## config.mk

```make
export PLATFORM = sky130hd
export DESIGN_NAME = chan_scan_mux
export DESIGN_NICKNAME = d
export VERILOG_FILES = /design/src/rtl/xum_pkg.sv /design/src/rtl/chan_mux.sv /design/src/rtl/chan_scan_mux.sv
export SDC_FILE = /design/constraint.sdc
export NUM_CORES = 1
export LEC_CHECK = 0
export BUFFER_PORTS_ARGS = -buffer_cell sky130_fd_sc_hd__buf_2
export CAP_MARGIN = 15
export CORE_AREA = 2 2 39 41
export CTS_CLUSTER_SIZE = 14
export DETAILED_ROUTE_END_ITERATION = 6
export DIE_AREA = 0 0 41 43
export GPL_ROUTABILITY_DRIVEN = 0
export PLACE_DENSITY = 0.72
export SYNTH_ARGS = -nofsm -noshare
export SYNTH_HDL_FRONTEND = slang
export SYNTH_HIERARCHICAL = 1
export SYNTH_SLANG_ARGS = --single-unit
```

## constraint.sdc

```tcl
create_clock -name CLK -period 2.25 [get_ports CLK]
set_input_delay 0.5625 -clock CLK [delete_from_list [all_inputs] [get_ports CLK]]
set_output_delay 0.5625 -clock CLK [all_outputs]
set_load 0.02 [all_outputs]
```

## src/rtl/xum_pkg.sv

```systemverilog
// xum_pkg
// Shared definitions for the channel scan multiplexer slice.
//   state_t     : controller state (direct selection or autonomous scan)
//   MODE_DIRECT : value of the MODE input that selects direct mode
//   MODE_SCAN   : value of the MODE input that selects scan mode
//   sel_width() : clog2-based width helper, never narrower than one bit
package xum_pkg;

  typedef enum logic {
    ST_DIRECT = 1'b0,
    ST_SCAN   = 1'b1
  } state_t;

  localparam logic MODE_DIRECT = 1'b0;
  localparam logic MODE_SCAN   = 1'b1;

  // A counter or select for n values needs clog2(n) bits, but a vector
  // cannot be zero bits wide, so n = 1 still gets a single bit.
  function automatic int sel_width(input int n);
    return (n > 1) ? $clog2(n) : 1;
  endfunction

endpackage

```

## src/rtl/chan_mux.sv

```systemverilog
// chan_mux
// Purely combinational N:1 selector of W-bit channels.
// Ports:
//   data : N*W flattened channels, channel k at data[k*W +: W]
//   sel  : channel index; values >= N select nothing
//   y    : selected channel, or all zeros for an out-of-range select
module chan_mux
  import xum_pkg::*;
#(
  parameter int W  = 1,
  parameter int N  = 8,
  parameter int SW = sel_width(N)
) (
  input  logic [N*W-1:0] data,
  input  logic [SW-1:0]  sel,
  output logic [W-1:0]   y
);

  // Walk every real channel and pick the one whose index matches. When sel
  // points past the last channel nothing matches and the zero default stays,
  // which is what lets N be a non-power-of-two.
  always_comb begin
    y = '0;
    for (int k = 0; k < N; k++) begin
      if (sel == SW'(k)) begin
        y = data[k*W +: W];
      end
    end
  end

endmodule

```

## src/rtl/chan_scan_mux.sv

```systemverilog
// chan_scan_mux
// Registered N-channel, W-bit selector with a one-entry valid/ready output
// slot and an autonomous scan mode that visits every channel in turn,
// spending DWELL enabled cycles on each before emitting its sample.
// Ports:
//   CLK   : clock, rising edge
//   RST   : synchronous active-high reset
//   I     : N*W flattened channel inputs, channel k at I[k*W +: W]
//   S     : channel select used in direct mode
//   MODE  : 0 = direct, 1 = scan (state follows one cycle later)
//   EN    : capture enable
//   Y     : registered sample
//   CH    : channel index of the sample on Y
//   VALID : Y/CH hold an unconsumed sample
//   READY : consumer accepts when VALID && READY
//   WRAP  : one-cycle pulse alongside a scan load of channel N-1
module chan_scan_mux
  import xum_pkg::*;
#(
  parameter  int W     = 1,
  parameter  int N     = 8,
  parameter  int DWELL = 1,
  localparam int SW    = sel_width(N)
) (
  input  logic           CLK,
  input  logic           RST,
  input  logic [N*W-1:0] I,
  input  logic [SW-1:0]  S,
  input  logic           MODE,
  input  logic           EN,
  output logic [W-1:0]   Y,
  output logic [SW-1:0]  CH,
  output logic           VALID,
  input  logic           READY,
  output logic           WRAP
);

  localparam int CW = sel_width(DWELL);

  state_t        state;
  state_t        state_next;
  logic [SW-1:0] ptr;
  logic [SW-1:0] ptr_next;
  logic [CW-1:0] cnt;
  logic [CW-1:0] cnt_next;
  logic [SW-1:0] mux_sel;
  logic [W-1:0]  mux_y;
  logic          slot_free;
  logic          load;
  logic          wrap_next;

  // A single selector serves both modes; only its select source changes.
  chan_mux #(
    .W  (W),
    .N  (N),
    .SW (SW)
  ) u_chan_mux (
    .data (I),
    .sel  (mux_sel),
    .y    (mux_y)
  );

  // State register: the state simply tracks MODE with one cycle of lag.
  always_ff @(posedge CLK) begin
    if (RST) begin
      state <= ST_DIRECT;
    end else begin
      state <= state_next;
    end
  end

  // Next-state and load decision. Outside scan the pointer and dwell
  // counter are forced to zero, so a fresh entry into scan always starts at
  // channel 0 with a full dwell. At the end of a dwell the counter waits
  // at DWELL-1 until the slot frees up, so a stalled consumer never causes
  // a channel to be skipped.
  always_comb begin
    slot_free  = !VALID || READY;
    state_next = (MODE == MODE_SCAN) ? ST_SCAN : ST_DIRECT;
    mux_sel    = S;
    ptr_next   = '0;
    cnt_next   = '0;
    load       = 1'b0;
    wrap_next  = 1'b0;
    case (state)
      ST_DIRECT: begin
        load = EN && slot_free;
      end
      ST_SCAN: begin
        mux_sel  = ptr;
        ptr_next = ptr;
        cnt_next = cnt;
        if (EN) begin
          if (cnt == CW'(DWELL - 1)) begin
            if (slot_free) begin
              load      = 1'b1;
              wrap_next = (ptr == SW'(N - 1));
              ptr_next  = (ptr == SW'(N - 1)) ? '0 : ptr + SW'(1);
              cnt_next  = '0;
            end
          end else begin
            cnt_next = cnt + CW'(1);
          end
        end
      end
      default: begin
      end
    endcase
  end

  // Output slot plus scan pointer/counter. A load overwrites the slot even
  // if the old entry is being accepted this cycle; otherwise an accept
  // empties it.
  always_ff @(posedge CLK) begin
    if (RST) begin
      Y     <= '0;
      CH    <= '0;
      VALID <= 1'b0;
      WRAP  <= 1'b0;
      ptr   <= '0;
      cnt   <= '0;
    end else begin
      ptr  <= ptr_next;
      cnt  <= cnt_next;
      WRAP <= wrap_next;
      if (load) begin
        Y     <= mux_y;
        CH    <= mux_sel;
        VALID <= 1'b1;
      end else if (READY) begin
        VALID <= 1'b0;
      end
    end
  end

endmodule

```

======== Word-level counts from Yosys, hierarchy flattened ========
Cells that the tools add are included.
word-level totals
  register bits ........................... 11
  bits of input ports ..................... 16
  output and inout bits ................... 6
  logic and storage cells ................. 47
cells by class
  add/subtract/negate cells ............... 2
  equal/unequal tests ..................... 8
  multiplexer cells ....................... 18
  bitwise logic cells ..................... 4
  reduce and logical (&&, ||, !) cells .... 8
operators with widths
  operator                                                               number
  3-bit equality test, second input constant                             5
  1-bit 2-to-1 mux                                                       15
  3-bit by 2-bit equality test with 1-bit output, second input constant  2
  3-bit 2-to-1 mux                                                       2
  5-bit OR reduction                                                     1
  1-bit inverter                                                         4
  3-bit by 1-bit adder with 3-bit output, second input constant          1
  3-bit by 1-bit equality test with 1-bit output, second input constant  1
  3-bit zero test                                                        1
  3-bit AND reduction                                                    1
  1-bit case mux with 2 select lines                                     1
  2-bit nonzero test                                                     1
  2-bit OR reduction                                                     1
  1-bit adder, second input constant                                     1
  1-bit logical AND                                                      1
  1-bit zero test                                                        1
  1-bit logical OR                                                       1

======== Longest topological paths before layout ========
  depth in word-level cells ............... 10
  mapped depth ............................ 5
  depth with buffers taken out ............ 5

======== Cells and area by module ========
The synthesis kept the hierarchy.
modules (own cells, without submodules)
  module         instances  cells each  area each (um^2)  seq. area each (um^2)
  chan_scan_mux  1          47          485.5             200.2
  chan_mux       1          3           63.8              0.0

======== Least setup slack after synthesis ========
OpenSTA, ideal clock, no wires.
  path type ............................... in2reg
  start ................................... input port S[0]
  end ..................................... register Y
  setup time .............................. 0.116 ns
  arrival time ............................ 1.643 ns
  data required time ...................... 2.134 ns
  path slack .............................. 0.491 ns
  cell stages on the path ................. 5
  path buffers ............................ 0
  cells stage by stage .................... mux2_4 > mux4_1 > mux2_2 > nand3_1 > a21oi_1
between the ends
  longest elaborated chain between the ends .. 10
  elaborated cells between the ends (all ways) .. 17
  classes of those cells .................. eq/ne: 7; mux: 9; reduce/logical: 1
ends and longest elaborated chain
  item                            line                  source
  start, declared                 chan_scan_mux.sv:28   input logic [SW-1:0] S,
  3-bit 2-to-1 mux (*)            chan_scan_mux.sv:85   case (state)
  3-bit zero test                 chan_mux.sv:25        if (sel == SW'(k)) begin
  1-bit 2-to-1 mux (7 in series)  chan_mux.sv:25
  1-bit 2-to-1 mux (*)            chan_mux.sv:25
  via mux_y                       chan_scan_mux.sv:47   logic [W-1:0] mux_y;
  end signal, assigned            chan_scan_mux.sv:127  Y <= mux_y;
  end, declared                   chan_scan_mux.sv:31   output logic [W-1:0] Y,
The timed path passes the listed nets; every way through them passes the cells marked *.
A chain may end at the register's enable or synchronous reset.

======== Final worst setup path ========
  start ................................... register state
  end ..................................... register Y
between the ends
  longest elaborated chain between the ends .. 10
  elaborated cells between the ends (all ways) .. 19
  classes of those cells .................. eq/ne: 7; mux: 10; bitwise: 1; reduce/logical: 1
ends and longest elaborated chain
  item                            line                 source
  start, declared                 chan_scan_mux.sv:40  state_t state;
  start signal, assigned          chan_scan_mux.sv:68  state <= state_next;
  3-bit 2-to-1 mux (*)            chan_scan_mux.sv:85
  via mux_sel[0]                  chan_scan_mux.sv:46  logic [SW-1:0] mux_sel;
  3-bit zero test                 chan_mux.sv:25
  1-bit 2-to-1 mux (7 in series)  chan_mux.sv:25
  1-bit 2-to-1 mux (*)            chan_mux.sv:25
  via mux_y                       chan_scan_mux.sv:47
Marks and branches as above.

==> reports/results.ini <==
[run_status]
status=finished, final reports clean

[detailed_routing]
wl_per_cell_um=13.3
avgViaCountPerCell=5.01
drtPass1Iterations=4
drtIter0Drc=6
dr_total_vias=446
drc=0
wl_um=1190
antenna_left=0

[synthesis]
netlist_area_um2=549
ys_seq_elements=10
ys_types=21
syn_nets=68
avgSynthCellArea_um2=11.0
synthCells=50
ys_warn_count=6
ys_seq_area_share_pct=36.4

[clocking]
cts_buffers=3
postCtsSetupRepairBufs=0
clk_latency_ps=260
clkSlewWorstSetupHoldPaths_ps=70
cts_num_sinks=10
cts_hold_buf=0
cts_tree=built
ctsHtreeMaxLevel=1
root_buffer=clkbuf_4
cts_max_path_buffers=2
cts-resized-gates=0

[timing]
finalClockSkew_ps=1.13
tightest_slew_ps=419
period_needed_ps=1770
fmax_mhz=565
finalMaxSlewViolations=0
hold_viol_final=0
timing.final.crit_share_pct=78.7
setup_viol=0
fin_setup_tns_ps=0
rsz0062_at_grt=false
whs_ps=474
relSlewSlack_pct=72.1

[global_route]
grt-ovfl-total=0
grt_max_degree=14
gr-usage-all-layers_pct=13.6
antenna_found_initial=0
grt_pass1_wl_um=1600
grt_pass1_vias=417

[critical_path]
critPathCapture=Y
arrival_ps=1920
r2r-end=Y
critPathTopFamily=multiplexers
r2r_cells=5
critPathBufInv=0
end_kind=flip-flop
reg2reg_from=state
cp.depth=5
required_ps=2400
cpPeakStageDelay_ps=470
reg2reg_slack_ps=480
worstPathMaxFanout=4
cp_slowest_cell=mux4_1
critical_path.cell_chain=mux2_4 -> mux4_1 -> mux2_2 -> nand3_1 -> a21oi_1
startpoint_type=flip-flop
worstSetupPathType=flip-flop to flip-flop
crit_start=state

[final_layout]
final_nets=92
fin_cells=89
syn2layout_area_growth_pct=27.6
drive_gt1_share_pct=50.7
final_util_pct=50.6
stdcell_area_um2=701
diodes=0

[power_and_ir_drop]
p_comb_share_pct=18.4
p_switching_mw=0.107
p_per_area_nw_per_um2=616
intPower_mw=0.324
netSwitchingFraction_pct=24.9
p_leak_nw=0.326
clock_power_share_pct=37.4
peakVddDrop_v=0.000270
seqPwrFrac_pct=44.2

[place]
io_buffers=21
dp_cells=85
post_dp_cell_area_um2=664
hpwl_um=949

[hold_path]
holdCritPathClass=flip-flop to flip-flop

[floorplanning]
die_width_um=41
die_area_um2=1760
core_area_um2=1380
placementRows=14
fp.dieH_um=43
boundaryPins=22
initial_core_util_pct=39.7

[run]
drv_cap=0

## power by group through the flow
| stage | Clock (mW) | Sequential (mW) | Combinational, mW |
|---|---|---|---|
| global route | 0.173 | 0.192 | 0.0858 |
| CTS | 0.163 | 0.191 | 0.0802 |
| floorplan | 0 | 0.203 | 0.0441 |
| finish | 0.161 | 0.191 | 0.0796 |
| detailed placement | 0 | 0.195 | 0.0801 |
| global placement | 0 | 0.194 | 0.0774 |
## flip-flops by register name, indices dropped and copies added, names as in the netlist
name,count
CH,3
VALID,1
WRAP,1
Y,1
ptr,3
state,1
## metrics by stage
| stage | setup WS [ps] | power (mW) |
|---|---|---|
| after floorplan | 491 | 0.247 |
| after global placement | 342 | 0.272 |
| after detailed placement | 291 | 0.275 |
| after CTS | 461 | 0.434 |
| after global routing | 387 | 0.450 |
| final | 479 | 0.431 |
## routing by layer
metal | global-route usage, % | vias to the layer above | share of wire, %
met5 | 0 | - | 0
met4 | 8.00 | 0 | 0
met3 | 1.57 | 0 | 7.7
met2 | 22.5 | 14 | 50
met1 | 15.6 | 202 | 42
li1 | - | 230 | -
## Yosys cell counts, drive strengths merged
cell | number | area [um^2]
nor3 | 3 | 30.0
ha | 2 | 25.0
a21oi | 5 | 25.0
mux4 | 2 | 52.6
and3 | 1 | 6.26
and2 | 1 | 6.26
nand4 | 3 | 18.8
nor2 | 1 | 3.75
o21ai | 3 | 15.0
nand3 | 1 | 5.00
dfxtp | 10 | 200
mux2 | 4 | 56.3
nor2b | 3 | 26.3
nor3b | 3 | 37.5
nand2 | 3 | 11.3
inv | 1 | 3.75
buf | 2 | 10.0
a21bo | 1 | 10.0
nand2b | 1 | 6.26
## how the worst min path moves through the flow
| stage | endpoint | slack (ps) | startpoint | cells after the start |
|---|---|---|---|---|
| floorplan | ptr[1] | 440 | ptr[1] | 2 |
| global placement | ptr[2] | 470 | ptr[2] | 2 |
| detailed placement | ptr[2] | 470 | ptr[2] | 2 |
| CTS | ptr[2] | 480 | ptr[2] | 2 |
| global route | state | 500 | MODE | 2 |
| finish | ptr[2] | 470 | ptr[2] | 2 |
## cell type report
class                           count  area, um^2
Inverter                            1        3.75
Sequential cell                    10         200
Timing Repair Buffer               21         105
Tap cell                           16        20.0
Multi-Input combinational cell     37         335
Fill cell                         137         683
Clock buffer                        4        36.3
## worst min-delay path, delay by kind of cell (launching register included)
kind	cells	cell delay (ps)
and+or+nand+nor	1	60
DFF	1	330
AOI/OAI and AO/OA	1	50
## kinds of logic (layout without fill, tap and decap cells)
kind of cell    Yosys count  in the layout  share of synthesized area (%)
mux                       6              6                           19.8
flops                    10             10                           36.4
compound gates            9              9                           9.11
simple gates             20             20                           27.6
buf+inv                   3             26                           2.51
fa+ha+maj                 2              2                           4.56
## layout by cell type, fill, tap and decap left out, types with 2 or more instances in the layout
cell type,count
mux4_1,2
nor2b_1,2
nor3_2,3
buf_2,21
nand4_1,3
clkbuf_4,3
nand2_1,3
a21oi_1,5
o21ai_1,3
mux2_4,3
nor3b_2,3
dfxtp_1,10
ha_1,2
Power figures use the tool's default switching activity.
